$ cat src/rtl/fetch_seq.sv
// Instruction-fetch sequencer.
// Drives the external PC register through one-cycle clear/increment/load
// strobes, reads the PC back, fetches the instruction word over a simple
// request/ready memory handshake and presents it to the execute stage.
// A taken branch reported by the execute stage is applied to the PC by a
// load strobe before the next fetch. Fetching stops on the halt opcode.

module fetch_seq #(
    parameter int                ADDR_W  = 8,
    parameter int                DATA_W  = 8,
    parameter logic [DATA_W-1:0] HALT_OP = 8'hFF
) (
    input  logic              clk,
    input  logic              rst_n,
    input  logic              start,
    input  logic [ADDR_W-1:0] pc_value,
    output logic              pc_load,
    output logic              pc_clr,
    output logic              pc_inc,
    output logic [ADDR_W-1:0] pc_data,
    output logic [ADDR_W-1:0] mem_addr,
    output logic              mem_rd,
    input  logic              mem_ready,
    input  logic [DATA_W-1:0] mem_rdata,
    output logic [DATA_W-1:0] ir,
    output logic              ir_valid,
    input  logic              exec_done,
    input  logic              branch_taken,
    input  logic [ADDR_W-1:0] branch_target,
    output logic              halted,
    output logic [15:0]       instr_count
);

    typedef enum logic [2:0] {
        ST_IDLE   = 3'd0,
        ST_CLEAR  = 3'd1,
        ST_ADDR   = 3'd2,
        ST_READ   = 3'd3,
        ST_INC    = 3'd4,
        ST_EXEC   = 3'd5,
        ST_BRANCH = 3'd6,
        ST_HALT   = 3'd7
    } state_e;

    state_e            state_q, state_d;
    logic [ADDR_W-1:0] pc_data_q, pc_data_d;
    logic [ADDR_W-1:0] mem_addr_q, mem_addr_d;
    logic [DATA_W-1:0] ir_q, ir_d;
    logic [15:0]       instr_count_q, instr_count_d;

    // A returned word is the halt opcode; decides HALT vs normal fetch path.
    logic              rdata_is_halt;
    assign rdata_is_halt = (mem_rdata == HALT_OP);

    // State and datapath registers; reset returns to IDLE with cleared datapath.
    always_ff @(posedge clk) begin
        if (!rst_n) begin
            state_q       <= ST_IDLE;
            pc_data_q     <= '0;
            mem_addr_q    <= '0;
            ir_q          <= '0;
            instr_count_q <= '0;
        end else begin
            state_q       <= state_d;
            pc_data_q     <= pc_data_d;
            mem_addr_q    <= mem_addr_d;
            ir_q          <= ir_d;
            instr_count_q <= instr_count_d;
        end
    end

    // Next-state and datapath update; each input is only looked at in the
    // state that owns it, so stray pulses elsewhere have no effect.
    always_comb begin
        state_d       = state_q;
        pc_data_d     = pc_data_q;
        mem_addr_d    = mem_addr_q;
        ir_d          = ir_q;
        instr_count_d = instr_count_q;

        unique case (state_q)
            ST_IDLE: begin
                if (start) begin
                    state_d = ST_CLEAR;
                end
            end

            // PC register clears on the edge leaving this state.
            ST_CLEAR: begin
                state_d = ST_ADDR;
            end

            // Every strobe state is at least one edge behind us, so the
            // PC read-back is settled and can be latched as the address.
            ST_ADDR: begin
                mem_addr_d = pc_value;
                state_d    = ST_READ;
            end

            // Address held stable while waiting on the memory.
            ST_READ: begin
                if (mem_ready) begin
                    ir_d = mem_rdata;
                    if (rdata_is_halt) begin
                        state_d = ST_HALT;
                    end else begin
                        instr_count_d = instr_count_q + 16'd1;
                        state_d       = ST_INC;
                    end
                end
            end

            // PC advances past the fetched word before execution starts,
            // so a branch target simply overrides the incremented value.
            ST_INC: begin
                state_d = ST_EXEC;
            end

            ST_EXEC: begin
                if (exec_done) begin
                    if (branch_taken) begin
                        pc_data_d = branch_target;
                        state_d   = ST_BRANCH;
                    end else begin
                        state_d = ST_ADDR;
                    end
                end
            end

            // Target is registered, so pc_data is stable for the whole load.
            ST_BRANCH: begin
                state_d = ST_ADDR;
            end

            ST_HALT: begin
                if (start) begin
                    state_d = ST_CLEAR;
                end
            end

            default: begin
                state_d = ST_IDLE;
            end
        endcase
    end

    // Moore output decode: strobes and handshakes depend on state only,
    // which guarantees at most one PC strobe per cycle.
    always_comb begin
        pc_clr   = 1'b0;
        pc_inc   = 1'b0;
        pc_load  = 1'b0;
        mem_rd   = 1'b0;
        ir_valid = 1'b0;
        halted   = 1'b0;

        unique case (state_q)
            ST_CLEAR:  pc_clr   = 1'b1;
            ST_READ:   mem_rd   = 1'b1;
            ST_INC:    pc_inc   = 1'b1;
            ST_EXEC:   ir_valid = 1'b1;
            ST_BRANCH: pc_load  = 1'b1;
            ST_HALT:   halted   = 1'b1;
            default: begin
                pc_clr = 1'b0;
            end
        endcase
    end

    assign pc_data     = pc_data_q;
    assign mem_addr    = mem_addr_q;
    assign ir          = ir_q;
    assign instr_count = instr_count_q;

endmodule
$ cat config.mk
export PLATFORM = sky130hd
export DESIGN_NAME = fetch_seq
export DESIGN_NICKNAME = d
export VERILOG_FILES = /design/src/rtl/fetch_seq.sv
export SDC_FILE = /design/constraint.sdc
export NUM_CORES = 1
export LEC_CHECK = 0
export BUFFER_PORTS_ARGS = -buffer_cell sky130_fd_sc_hd__buf_2
export CAP_MARGIN = 40
export CORE_MARGIN = 5
export CORE_UTILIZATION = 44
export CTS_BUF_LIST = sky130_fd_sc_hd__clkbuf_4
export CTS_CLUSTER_SIZE = 8
export DETAILED_ROUTE_END_ITERATION = 6
export HOLD_SLACK_MARGIN = 0.1
export PLACE_DENSITY_LB_ADDON = 0.15
export SKIP_LAST_GASP = 1
export SLEW_MARGIN = 20
export SYNTH_ARGS = -nofsm -noshare
export SYNTH_HDL_FRONTEND = slang
export SYNTH_SLANG_ARGS = --single-unit
$ cat constraint.sdc
create_clock -name clk -period 1.75 [get_ports clk]
set_clock_uncertainty 0.2 [all_clocks]
set_input_delay 0.35 -clock clk [delete_from_list [all_inputs] [get_ports clk]]
set_output_delay 0.35 -clock clk [all_outputs]
set_load 0.05 [all_outputs]
# Word-level counts from Yosys, hierarchy flattened
# Cells that the tools add are included.
classes:
  n_addsub: 1
  mul: 0
  div: 0
  magnitude_cmp: 0
  n_eq_ne: 11
  shift: 0
  mux: 12
  bitwise: 1
  reduce_logical: 7
ops:
  columns: ["cell", "count"]
  rows:
  - ["$pmux W3 S6", 1]
  - ["$add A16 B1 Y16 const B", 1]
  - ["$eq A3 B3 Y1 const B", 4]
  - ["$mux W3", 4]
  - ["$reduce_and A3 Y1", 3]
  - ["$eq A8 B8 Y1 const B", 1]
  - ["$eq A3 B2 Y1 const B", 2]
  - ["$mux W1", 6]
  - ["$ne A2 B2 Y1 const B", 2]
  - ["$reduce_or A2 Y1", 2]
  - ["$eq A3 B1 Y1 const B", 1]
  - ["$logic_not A3 Y1", 1]
  - ["$mux W2", 1]
  - ["$ne A2 B1 Y1 const B", 1]
  - ["$reduce_and A2 Y1", 1]
  - ["$not A1 Y1", 1]
totals:
  reg_bits: 43
  latchBits: 0
  mem_bits_rw: 0
  rom_bits: 0
  word_cells: 37
  memories: 0

# Logic depth before layout (Yosys ltp)
# Gate-level depths: netlist (run 1).
depth:
  word_depth: 4
  depth_mapped: 5
  depth_no_buf: 4

# Worst setup path after synthesis (run 1)
# No wires, ideal clock.
synth_path:
  path_kind: "flip-flop to output port"
  start: "register state_q[0]"
  end: "output port pc_clr"
  t_arrival_ns: 1.797
  t_required_ns: 1.200
  setup_slack_ns: -0.597
  path_stages_with_launch: 3
  path_buffers: 1
  path_cell_list: "dfxtp_1 -> clkbuf_1 -> nor3b_1"
synth_via:
  elab_chain_len: 2
synth_lines:
  columns: ["item", "line", "source"]
  rows:
  - ["start: declaration", "45", "state_e state_q, state_d;"]
  - ["start signal: assignment", "64", "state_q <= state_d;"]
  - ["$eq A3 B1 Y1", "157", "unique case (state_q)"]
  - ["$mux W1", "157", null]
  - ["end: declaration", "18", "output logic pc_clr,"]
# No other way between the ends.

# Worst setup path in the final report (run 1)
layout_path:
  start: "register state_q[2]"
  end: "output port mem_rd"
layout_via:
  elab_chain_len: 2
layout_lines:
  columns: ["item", "line", "source"]
  rows:
  - ["$eq A3 B2 Y1", "157", null]
  - ["$mux W1", "157", null]
  - ["end: declaration", "22", "output logic mem_rd,"]
# No other way between the ends.

==> implementation parameters, run 1 <==
Parameter                              Value

Drt
  DR iter-0 viols ... 126
  Detailed-route via count ... 2018
  DR pass1 iterations ... 4
  Via count normalized by instance count ... 5.174
  Residual DRC count ... 0
  Routed Wire Length ... 5291 µm
  Remaining antenna violation count ... 0
  Final routed wire length divided by cell count ... approximately 14 µm

Floorplan
  Die boundary height ... 74.61 µm
  Number of top-level design ports ... 76
  Starting density of the core ... between 40% and 50%
  Die outline width ... 74.61 µm
  Overall die area ... ~5600 µm²
  Standard cell core area ... around 4000 µm²
  Number of placement rows ... 23

Critical path
  Worst R2R End ... instr_count[12]
  Maximum fanout encountered on the critical timing path ... 6
  R2R depth ... 5
  Critical Path Start ... state_q[2]
  Minimum setup slack among reg-to-reg paths ... -0.02 ns
  Setup Crit Path Kind ... reg -> out
  Data required time of the worst path ... about 1.2 ns
  Element type at the critical path end ... primary output
  Crit path arrival time ... 1.25 ns
  Beginning of the worst register-to-register path ... state_q[2]
  Startpoint class of the critical path ... flip-flop

Hold path
  Start point of the worst min-delay path ... mem_rdata[1]
  Number of cells traversed by the worst hold path ... 4
  Hold Path End ... ir[1]
  Worst min-delay path category ... in -> reg

Timing
  Unrepaired setup endpoints after global routing ... yes
  Worst Setup Slack, final ... -0.04917 ns
  Final Hold Fails ... 0
  Maximum achievable frequency ... ~560 MHz
  Period utilization ... 102.8%
  Time the final worst path needs with I/O delays and setup ... 1.799 ns
  Final count of pins violating max slew ... 0
  Worst slew pin tran ... between 0.3 and 0.4 ns
  Final total negative setup slack ... -0.2077 ns
  Worst-case headroom to the max-slew limit ... roughly four fifths
  Final setup violation count ... 11

Finish
  Finished Core Util ... roughly 75%
  Share of final-layout standard cells stronger than drive strength 1 ... 46.18%
  Highest-count cells in the layout ignoring fill and taps ... 70 x buf_2, 28 x dfxtp_1, 27 x buf_4
  Layout net count ... between 300 and 400
  Post-route design area ... 3002 µm²
  ANT cells ... 0
  Final std cells w/o fill ... slightly below 400
  Leading cell type in the layout, fill and taps excluded ... buf_2
  Area overhead of the layout relative to synthesis ... 63.42%

Synth
  Proportion of synthesized flip-flops having asynchronous set or reset ... 0%
  Synthesized instance count ... 211
  Post-Synthesis Net Count ... 242
  Syn. warnings ... 0
  Part of the Yosys area used for sequential elements ... 46.87%
  Synth area leaders ... dfxtp_1 47%, mux2i_1 9.8%, a21oi_1 6.8%, nor2_1 5.1%, nand2_1 4.5%
  Share of the synthesized area in the top cell type ... between 40% and 50%
  Number of enable flip-flop cells after synthesis ... 0
  Ys flop type ... dfxtp_1
  Cell taking the most area after synthesis ... dfxtp_1
  Register bit count reported by yosys ... 43
  Syn_area_per_cell ... ~8.7 µm²
  Mapped cell area ... roughly 1800 µm²
  Post-synth cell types ... 33

Power and ir drop
  Static leakage power ... 0.001295 µW
  Power per unit of standard cell area ... around 600 nW/µm²
  Peak ir drop on the vdd network ... approximately 0.48 mV

CTS
  Max clock buf depth ... 2
  Number of clock sinks seen by CTS ... between 40 and 50
  Clk Tree Root Cell ... clkbuf_4
  Clock tree from TritonCTS ... yes
  Insertion delay to the later sink of the worst-skew pair ... approximately 0.35 ns
  Total number of H-tree levels ... 2
  Clock slew at the register clock pins of the worst setup and hold paths ... between 0.1 and 0.15 ns
  Total clock buffers created by CTS ... 5

Status
  Status ... finished, violations left
  Violations in the final reports ... negative setup slack

Placed design
  Cell Count Post-Placement ... ~350
  Placed wire-length estimate after detailed placement ... around 3400 µm
  Gpl congestion ... between 0.7 and 0.8
  Placed inst area ... roughly 2400 µm²
  Port buffer count ... 75

Global routing
  Congestion Overflow GR ... 0
  Total Routing Usage GR ... between 10% and 20%
  Largest net degree at the start of global routing ... 28
  Wire length of the first global-routing pass ... around 8500 µm
  Via count of the first global-routing pass ... between 1500 and 2000
  Antenna violations before repair ... 0

Job
  Maximum Capacitance Violations ... 0
[sequential cells by signal, summed over array words and instances (netlist names)]
name and cells:
instr_count 16, ir 8, mem_addr 8, pc_data 8, state_q 3
[cell families after synthesis]
family	after synthesis	share of synthesized area (%)
xor+xnor	3	1.431
simple gates	83	22.62
buf+inv	16	3.951
compound gates	47	14.65
flops	43	46.87
mux	18	9.809
fa+ha+maj	1	0.6811
[per-stage QoR]
stage	total power, µW	worst slack [ns]	hold WS (ns)
2_1_floorplan	1187	-0.1578	0.2860
3_3_place_gp	1282	-0.1271	0.2413
3_5_place_dp	1286	-0.2040	0.2467
4_1_cts	1828	-0.06324	0.1421
5_1_grt	1930	-0.1195	0.1490
6_report	1838	-0.04917	0.1510
[Yosys cell counts, types with 3 or more instances]
library cell / number
a21oi_1: 25
and3_1: 3
buf_2: 4
clkbuf_1: 7
dfxtp_1: 43
inv_1: 3
mux2i_1: 18
nand2_1: 22
nand2b_1: 4
nand3_1: 5
nand4_1: 4
nor2_1: 25
o21ai_0: 10
o31ai_1: 5
or3_1: 7
or4_1: 5
[cell type report]
cell class / instances / area, µm²
fill: 279 / 1027
multi-input combinational: 152 / 1005
timing repair buffer: 133 / 965.9
sequential: 43 / 897.1
tap: 50 / 62.56
clock buffer: 5 / 37.54
clock inverter: 3 / 18.77
inverter: 4 / 15.01
[where the power goes]
group	switching (µW)	internal (µW)	leakage [µW]	total (µW)
combinational	187	162	0.000906	349
clock	330	155	0.0000315	486
sequential	12.7	990	0.000357	1000
total	530	1310	0.00129	1840
[worst max-delay path by stage]
stage	endpoint	slack (ns)	depth (start not counted)
2_1_floorplan	pc_clr	-0.16	2
3_3_place_gp	instr_count[4]	-0.13	6
3_5_place_dp	instr_count[8]	-0.20	6
4_1_cts	mem_rd	-0.06	3
5_1_grt	instr_count[11]	-0.12	5
6_report	mem_rd	-0.05	3
[layer usage]
| layer | track usage (%) | share of wire, % | vias up |
|---|---|---|---|
| li1 | - | - | 1006 |
| met1 | 23.10 | 40 | 930 |
| met2 | 34.73 | 51 | 74 |
| met3 | 4.940 | 7.3 | 8 |
| met4 | 5.929 | 1.5 | 0 |
| met5 | 0 | 0 | - |
[critical path, stage by stage (launching register included)]
cell	delay [ns]
dfxtp_2	0.36
buf_6	0.13
and3b_2	0.25
buf_8	0.15
[repair_timing]
item / CTS / global route
setup buffers: 6 / 7
setup endpoints to repair: 17 / 20
gates resized for setup: 25 / 20
hold buffers: 23 / 0
endpoints found under the hold margin: 23 / 0
gates cloned: 1 / 0
pin swaps: 11 / 11
Power figures use the tool's default switching activity.
==> run 2, diff against run 1 <==
--- a/config.mk
+++ b/config.mk
@@ -5,10 +5,11 @@
 export SDC_FILE = /design/constraint.sdc
 export NUM_CORES = 1
 export LEC_CHECK = 0
+export ABC_AREA = 1
 export BUFFER_PORTS_ARGS = -buffer_cell sky130_fd_sc_hd__buf_2
 export CAP_MARGIN = 40
 export CORE_MARGIN = 5
-export CORE_UTILIZATION = 44
+export CORE_UTILIZATION = 45
 export CTS_BUF_LIST = sky130_fd_sc_hd__clkbuf_4
 export CTS_CLUSTER_SIZE = 8
 export DETAILED_ROUTE_END_ITERATION = 6
==> implementation parameters, run 2 <==
Parameter                              Value

Placed design
  Gpl congestion ... 0.8039 (+1.8%)
  Placed wire-length estimate after detailed placement ... 3554 µm (+4.5%)
  Port buffer count ... 75 (unchanged)

Synth
  Synth area leaders ... dfxtp_1 45%, nor2_1 18%, nand2_1 12%, o21ai_0 7.0%, inv_1 3.7%
  Post-Synthesis Net Count ... 319 (+32%)
  Ys flop type ... dfxtp_1
  Cell taking the most area after synthesis ... dfxtp_1
  Syn_area_per_cell ... 6.669 µm² (-23%)
  Post-synth cell types ... 21 (-36%)
  Proportion of synthesized flip-flops having asynchronous set or reset ... 0% (unchanged)
  Multiplexer fraction of the synthesized cell area ... 0% (-9.8 points)
  Combinational family with the most area after synthesis ... simple AND/OR/NAND/NOR gates
  Mapped cell area ... 1921 µm² (+4.6%)
  Library cell with the highest instance count after synthesis ... nor2_1
  Area fraction in and, or, nand and nor cells after synthesis ... 37.46% (+15 points)
  Share of the synthesized area in the top cell type ... 44.82% (-2.0 points)
  Part of the Yosys area used for sequential elements ... 44.82% (-2.0 points)
  Most frequent cells after synthesis ... 90 x nor2_1, 63 x nand2_1, 43 x dfxtp_1
  Number of enable flip-flop cells after synthesis ... 0 (unchanged)
  Synth Area in Compound Gates ... 9.902% (-4.7 points)
  Syn. warnings ... 0 (unchanged)
  Share of synthesized cell area in full adder, half adder and majority cells ... 0.6515% (-0.030 points)
  Synthesized instance count ... 288 (+36%)
  Register bit count reported by yosys ... 43 (unchanged)
  Xor/xnor cell area share of the yosys netlist ... 1.368% (-0.062 points)

Drt
  Via count normalized by instance count ... 4.703 (-9.1%)
  Detailed-route via count ... 2107 (+4.4%)
  Remaining antenna violation count ... 0 (unchanged)
  Final routed wire length divided by cell count ... 11.47 µm (-15%)
  DR pass1 iterations ... 4 (unchanged)
  Routed Wire Length ... 5137 µm (-2.9%)
  Residual DRC count ... 0 (unchanged)
  DR iter-0 viols ... 141 (+12%)

Timing
  Final count of pins violating max slew ... 0 (unchanged)
  Time the final worst path needs with I/O delays and setup ... 1.771 ns (-0.02825 ns)
  Worst-case headroom to the max-slew limit ... 78.70% (-0.34 points)
  Final total negative setup slack ... -0.04065 ns (+0.1671 ns)
  Final setup violation count ... 2 (-9)
  Unrepaired setup endpoints after global routing ... yes
  Final Hold Fails ... 0 (unchanged)
  Worst Setup Slack, final ... -0.02092 ns (+0.02825 ns)
  Period utilization ... 101.2% (-1.6 points)
  Maximum achievable frequency ... 564.7 MHz (+1.6%)
  Worst slew pin tran ... 0.3191 ns (+0.006684 ns)

Finish
  Number of flip-flops under the largest register name ... 16 (unchanged)
  ANT cells ... 0 (unchanged)
  Layout net count ... 428 (+16%)
  Highest-count cells in the layout ignoring fill and taps ... 83 x nor2_1, 69 x buf_2, 62 x nand2_1
  Leading cell type in the layout, fill and taps excluded ... nor2_1
  Area overhead of the layout relative to synthesis ... 44.23%
  Share of final-layout standard cells stronger than drive strength 1 ... 29.15% (-17 points)
  Finished Core Util ... 68.27% (-6.2 points)
  Fill cell instance count of the final layout ... 369 (+32%)

Floorplan
  Starting density of the core ... 47.33% (+1.7 points)
  Number of top-level design ports ... 76 (unchanged)
  Die outline width ... 75.33 µm (+0.97%)
  Overall die area ... 5675 µm² (+1.9%)
  Standard cell core area ... 4058 µm² (+0.71%)
  Number of placement rows ... 23 (unchanged)
  Die boundary height ... 75.33 µm (+0.97%)

Power and ir drop
  Power per unit of standard cell area ... 1006 nW/µm² (+64%)
  Sequential Power Share ... 43.3% (-11 points)
  Static leakage power ... 0.001360 µW (+5.1%)
  Share of power burned in the clock network ... 17.1% (-9.3 points)
  Final Power ... 2788 µW (+52%)
  Psw ... 1194 µW (+130%)
  Internal Pwr Total ... 1594 µW (+22%)
  Sw frac ... 42.81% (+14 points)
  Peak ir drop on the vdd network ... 0.8363 mV (+75%)
  Relative contribution of combinational cells to total power ... 39.6% (+21 points)

CTS
  Total number of H-tree levels ... 2 (unchanged)
  Insertion delay to the later sink of the worst-skew pair ... 0.34 ns (about the same)
  Clock tree from TritonCTS ... yes
  Clock slew at the register clock pins of the worst setup and hold paths ... 0.12 ns (-0.02 ns)
  Clk Tree Root Cell ... clkbuf_4
  Number of clock sinks seen by CTS ... 43 (unchanged)
  Max clock buf depth ... 2 (unchanged)
  Total clock buffers created by CTS ... 5 (unchanged)

Global routing
  Largest net degree at the start of global routing ... 14 (-50%)
  Total Routing Usage GR ... 18.62% (-0.91 points)
  Via count of the first global-routing pass ... 1876 (-0.053%)
  Congestion Overflow GR ... 0 (unchanged)
  Wire length of the first global-routing pass ... 8211 µm (-3.0%)
  Antenna violations before repair ... 0 (unchanged)

Critical path
  Data required time of the worst path ... 1.20 ns (about the same)
  Maximum fanout encountered on the critical timing path ... 6 (unchanged)
  Series of cell instances along the critical path ... inv_1 > nand2_1 > nor2_1 > buf_6
  Setup Crit Path Kind ... reg -> out
  Critical path's largest stage delay ... 0.37 ns (about the same)
  Element type at the critical path end ... primary output
  Cell with the largest stage delay on the worst path ... dfxtp_2
  Startpoint class of the critical path ... flip-flop
  Crit path arrival time ... 1.22 ns (-0.03 ns)

Status
  Violations in the final reports ... negative setup slack
  Status ... finished, violations left

Job
  Maximum Capacitance Violations ... 0 (unchanged)

Hold path
  Worst min-delay path category ... in -> reg
run 2: logic make-up after synthesis:
logic type      after synthesis
fa+ha+maj                     1
compound gates               38
simple gates                176
xor+xnor                      3
flops                        43
buf+inv                      27
run 2: timing repair:
| action | in CTS | in global routing |
|---|---|---|
| resized for setup | 16 | 13 |
| hold buffers | 24 | 0 |
| endpoints found under the hold margin | 24 | 0 |
| buffers inserted | 0 | 1 |
| setup endpoints to repair | 6 | 27 |
run 2: layout make-up:
| class | instances | area [µm²] | area share [%] |
|---|---|---|---|
| sequential | 43 | 879.6 | 31.75 |
| tap | 50 | 62.56 | 2.258 |
| timing repair buffer | 108 | 728.2 | 26.29 |
| clock inverter | 2 | 7.507 | 0.2710 |
| clock buffer | 6 | 45.04 | 1.626 |
| inverter | 21 | 78.83 | 2.846 |
| multi-input combinational | 218 | 968.4 | 34.96 |
run 2: critical path, delay by kind of cell (launching register included):
kind          cells  cell delay [ns]
flops             1             0.37
buf+inv           2             0.26
simple gates      2             0.24
run 2: final timing paths:
| check | startpoint | endpoint | slack (ns) | cells after the start |
|---|---|---|---|---|
| worst max-delay path | state_q[0] | pc_load | -0.02 | 4 |
| worst min register to register | pc_data[1] | pc_data[1] | 0.29 | 2 |
| worst min-delay path | rst_n | instr_count[4] | 0.12 | 3 |
| worst max register to register | state_q[1] | pc_data[7] | 0.15 | 8 |
run 2: per-layer routing:
layer / GRT usage [%] / vias to the layer above / wire length, µm
met2: 32.41 / 45 / 2440
li1: - / 1121 / -
met1: 23.05 / 934 / 2316
met5: 0 / - / 0
met3: 3.826 / 7 / 317
met4: 5.825 / 0 / 61
run 2: through the flow:
step           instance area, µm²  cells  hold WS, ns  setup slack (ns)
2_1_floorplan                1931    288       0.2849           0.01361
3_3_place_gp                 2396    415       0.2560            0.1397
3_5_place_dp                 2396    415       0.2670           0.06921
4_1_cts                      2729    447       0.1190          -0.02261
5_1_grt                      2770    448       0.1206           -0.1144
6_report                     2770    448       0.1244          -0.02092
run 2: power by group through the flow:
stage,clock network (µW),registers (µW),logic [µW]
2_1_floorplan,0,1580,401
6_report,476,1210,1100
3_3_place_gp,0,1210,1000
5_1_grt,538,1220,1190
4_1_cts,485,1200,1080
3_5_place_dp,0,1220,1010
==> run 3, diff against run 2 <==
--- a/config.mk
+++ b/config.mk
@@ -7,7 +7,7 @@
 export LEC_CHECK = 0
 export ABC_AREA = 1
 export BUFFER_PORTS_ARGS = -buffer_cell sky130_fd_sc_hd__buf_2
-export CAP_MARGIN = 40
+export CAP_MARGIN = 10
 export CORE_MARGIN = 5
 export CORE_UTILIZATION = 45
 export CTS_BUF_LIST = sky130_fd_sc_hd__clkbuf_4
@@ -15,6 +15,7 @@
 export DETAILED_ROUTE_END_ITERATION = 6
 export HOLD_SLACK_MARGIN = 0.1
 export PLACE_DENSITY_LB_ADDON = 0.15
+export SETUP_SLACK_MARGIN = 0.02
 export SKIP_LAST_GASP = 1
 export SLEW_MARGIN = 20
 export SYNTH_ARGS = -nofsm -noshare
==> implementation parameters, run 3 (synthesis results as in run 2) <==
Parameter                              Value

Critical path
  Setup Crit Path Kind ... reg -> out
  Data required time of the worst path ... 1.20 ns (about the same)
  Dominant delay contributor by cell family on the critical path ... flip-flops
  Maximum fanout encountered on the critical timing path ... 6 (unchanged)
  Startpoint class of the critical path ... flip-flop
  Crit path arrival time ... 1.21 ns (about the same)
  Element type at the critical path end ... primary output
  Series of cell instances along the critical path ... nor2_2 > nand2_1 > inv_1 > buf_6
  Cell with the largest stage delay on the worst path ... dfxtp_4
  R2R depth ... 8 (unchanged)
  Buffers and inverters on the worst path ... 2 (unchanged)
  Critical path's largest stage delay ... 0.40 ns (+0.03 ns)
  Critical path depth ... 4 (unchanged)

Drt
  DR pass1 iterations ... 4 (unchanged)
  Via count normalized by instance count ... 4.726 (+0.48%)
  Routed Wire Length ... 5050 µm (-1.7%)
  Residual DRC count ... 0 (unchanged)
  DR iter-0 viols ... 142 (+0.71%)
  Detailed-route via count ... 2103 (-0.19%)
  Final routed wire length divided by cell count ... 11.35 µm (-1.0%)
  Remaining antenna violation count ... 0 (unchanged)

Global routing
  Congestion Overflow GR ... 0 (unchanged)
  Via count of the first global-routing pass ... 1877 (+0.053%)
  Wire length of the first global-routing pass ... 8093 µm (-1.4%)
  Largest net degree at the start of global routing ... 23 (+9)
  Antenna violations before repair ... 0 (unchanged)
  Total Routing Usage GR ... 18.32% (-0.30 points)

Timing
  Maximum achievable frequency ... 567.1 MHz (+0.43%)
  Final setup violation count ... 1 (-1)
  Worst-case headroom to the max-slew limit ... 75.69% (-3.0 points)
  Unrepaired setup endpoints after global routing ... yes
  Worst slew pin tran ... 0.3647 ns (+0.04557 ns)
  Worst Setup Slack, final ... -0.01342 ns (+0.007496 ns)
  Final count of pins violating max slew ... 0 (unchanged)
  Final Hold Fails ... 0 (unchanged)
  Period utilization ... 100.8% (-0.43 points)
  Time the final worst path needs with I/O delays and setup ... 1.763 ns (-0.007496 ns)
  Final total negative setup slack ... -0.01342 ns (+0.02723 ns)

Placed design
  Gpl congestion ... 0.8232 (+2.4%)
  Placed wire-length estimate after detailed placement ... 3541 µm (-0.37%)
  Setup Slack @ Placement ... 0.05084 ns (-0.01837 ns)
  Cell Count Post-Placement ... 411 (-0.96%)
  Port buffer count ... 75 (unchanged)

Floorplan
  Die boundary height ... 75.33 µm (unchanged)
  Standard cell core area ... 4058 µm² (unchanged)
  Die outline width ... 75.33 µm (unchanged)
  Number of top-level design ports ... 76 (unchanged)
  Number of placement rows ... 23 (unchanged)
  Overall die area ... 5675 µm² (unchanged)
  Starting density of the core ... 47.33% (unchanged)

Job
  Maximum Capacitance Violations ... 0 (unchanged)

Status
  Status ... finished, violations left
  Violations in the final reports ... negative setup slack

CTS
  Total number of H-tree levels ... 2 (unchanged)
  Number of clock sinks seen by CTS ... 43 (unchanged)
  Clk Tree Root Cell ... clkbuf_4
  Total clock buffers created by CTS ... 5 (unchanged)
  Insertion delay to the later sink of the worst-skew pair ... 0.35 ns (about the same)
  Max clock buf depth ... 2 (unchanged)
  Clock tree from TritonCTS ... yes
  Clock slew at the register clock pins of the worst setup and hold paths ... 0.12 ns (about the same)

Hold path
  Number of cells traversed by the worst hold path ... 5 (+2)
  Worst min-delay path category ... in -> reg

Finish
  Final std cells w/o fill ... 445 (-0.67%)
  Highest-count cells in the layout ignoring fill and taps ... 83 x nor2_1, 69 x buf_2, 62 x nand2_1
  Finished Core Util ... 69.66% (+1.4 points)
  Number of flip-flops under the largest register name ... 16 (unchanged)
  Leading cell type in the layout, fill and taps excluded ... nor2_1
  Area overhead of the layout relative to synthesis ... 47.17%
  Share of final-layout standard cells stronger than drive strength 1 ... 30.13% (+0.98 points)
  Layout net count ... 425 (-0.70%)
  ANT cells ... 0 (unchanged)

Power and ir drop
  Peak ir drop on the vdd network ... 1.000 mV (+20%)
  Static leakage power ... 0.001366 µW (+0.45%)
  Final Power ... 2986 µW (+7.1%)
  Power per unit of standard cell area ... 1056 nW/µm² (+5.0%)
[run 3: metrics by stage]
| stage | instance area, µm² | hold WS [ns] |
|---|---|---|
| after floorplan | 1932 | 0.2849 |
| after global placement | 2367 | 0.2570 |
| after detailed placement | 2367 | 0.2662 |
| after CTS | 2765 | 0.1735 |
| after global routing | 2826 | 0.1807 |
| final | 2826 | 0.1807 |
[run 3: report_power, final]
part / internal, µW / total [µW] / switching (µW) / leakage, µW
registers: 1120 / 1240 / 116 / 0.000353
logic: 326 / 1130 / 807 / 0.000970
clock network: 294 / 615 / 321 / 0.0000426
total: 1740 / 2990 / 1240 / 0.00137
[run 3: worst register-to-register path, delay by kind of cell (launching register included)]
kind                     cells  cell delay (ns)
flip-flops                   1             0.39
AND/OR/NAND/NOR              7             0.70
adder cells (fa/ha/maj)      1             0.19
[run 3: final cells by class]
type,count,area (µm²)
sequential,43,883.3
fill,345,1231
timing repair buffer,105,709.4
inverter,21,88.84
clock inverter,3,38.79
clock buffer,5,37.54
multi-input combinational,218,1006
tap,50,62.56
[run 3: metal layers]
| metal | vias up | part of all wire [%] | track usage [%] |
|---|---|---|---|
| met5 | - | 0 | 0 |
| met4 | 0 | 0.89 | 5.825 |
| met3 | 5 | 6.6 | 5.145 |
| met2 | 50 | 47 | 30.78 |
| met1 | 936 | 45 | 22.73 |
| li1 | 1112 | - | - |
[run 3: timing repair]
action,4_1_cts,5_1_grt
hold buffers,24,0
endpoints found under the hold margin,24,0
endpoints found under the setup margin,6,19
gates resized for setup,30,14
buffers inserted,0,2
pin swaps,0,2
[run 3: path summary, 6_finish.rpt]
check,startpoint,endpoint,slack (ns)
worst min-delay path,start,state_q[2],0.18
worst max register to register,instr_count[0],instr_count[14],0.17
worst min register to register,pc_data[0],pc_data[0],0.29
worst max-delay path,state_q[0],pc_inc,-0.01
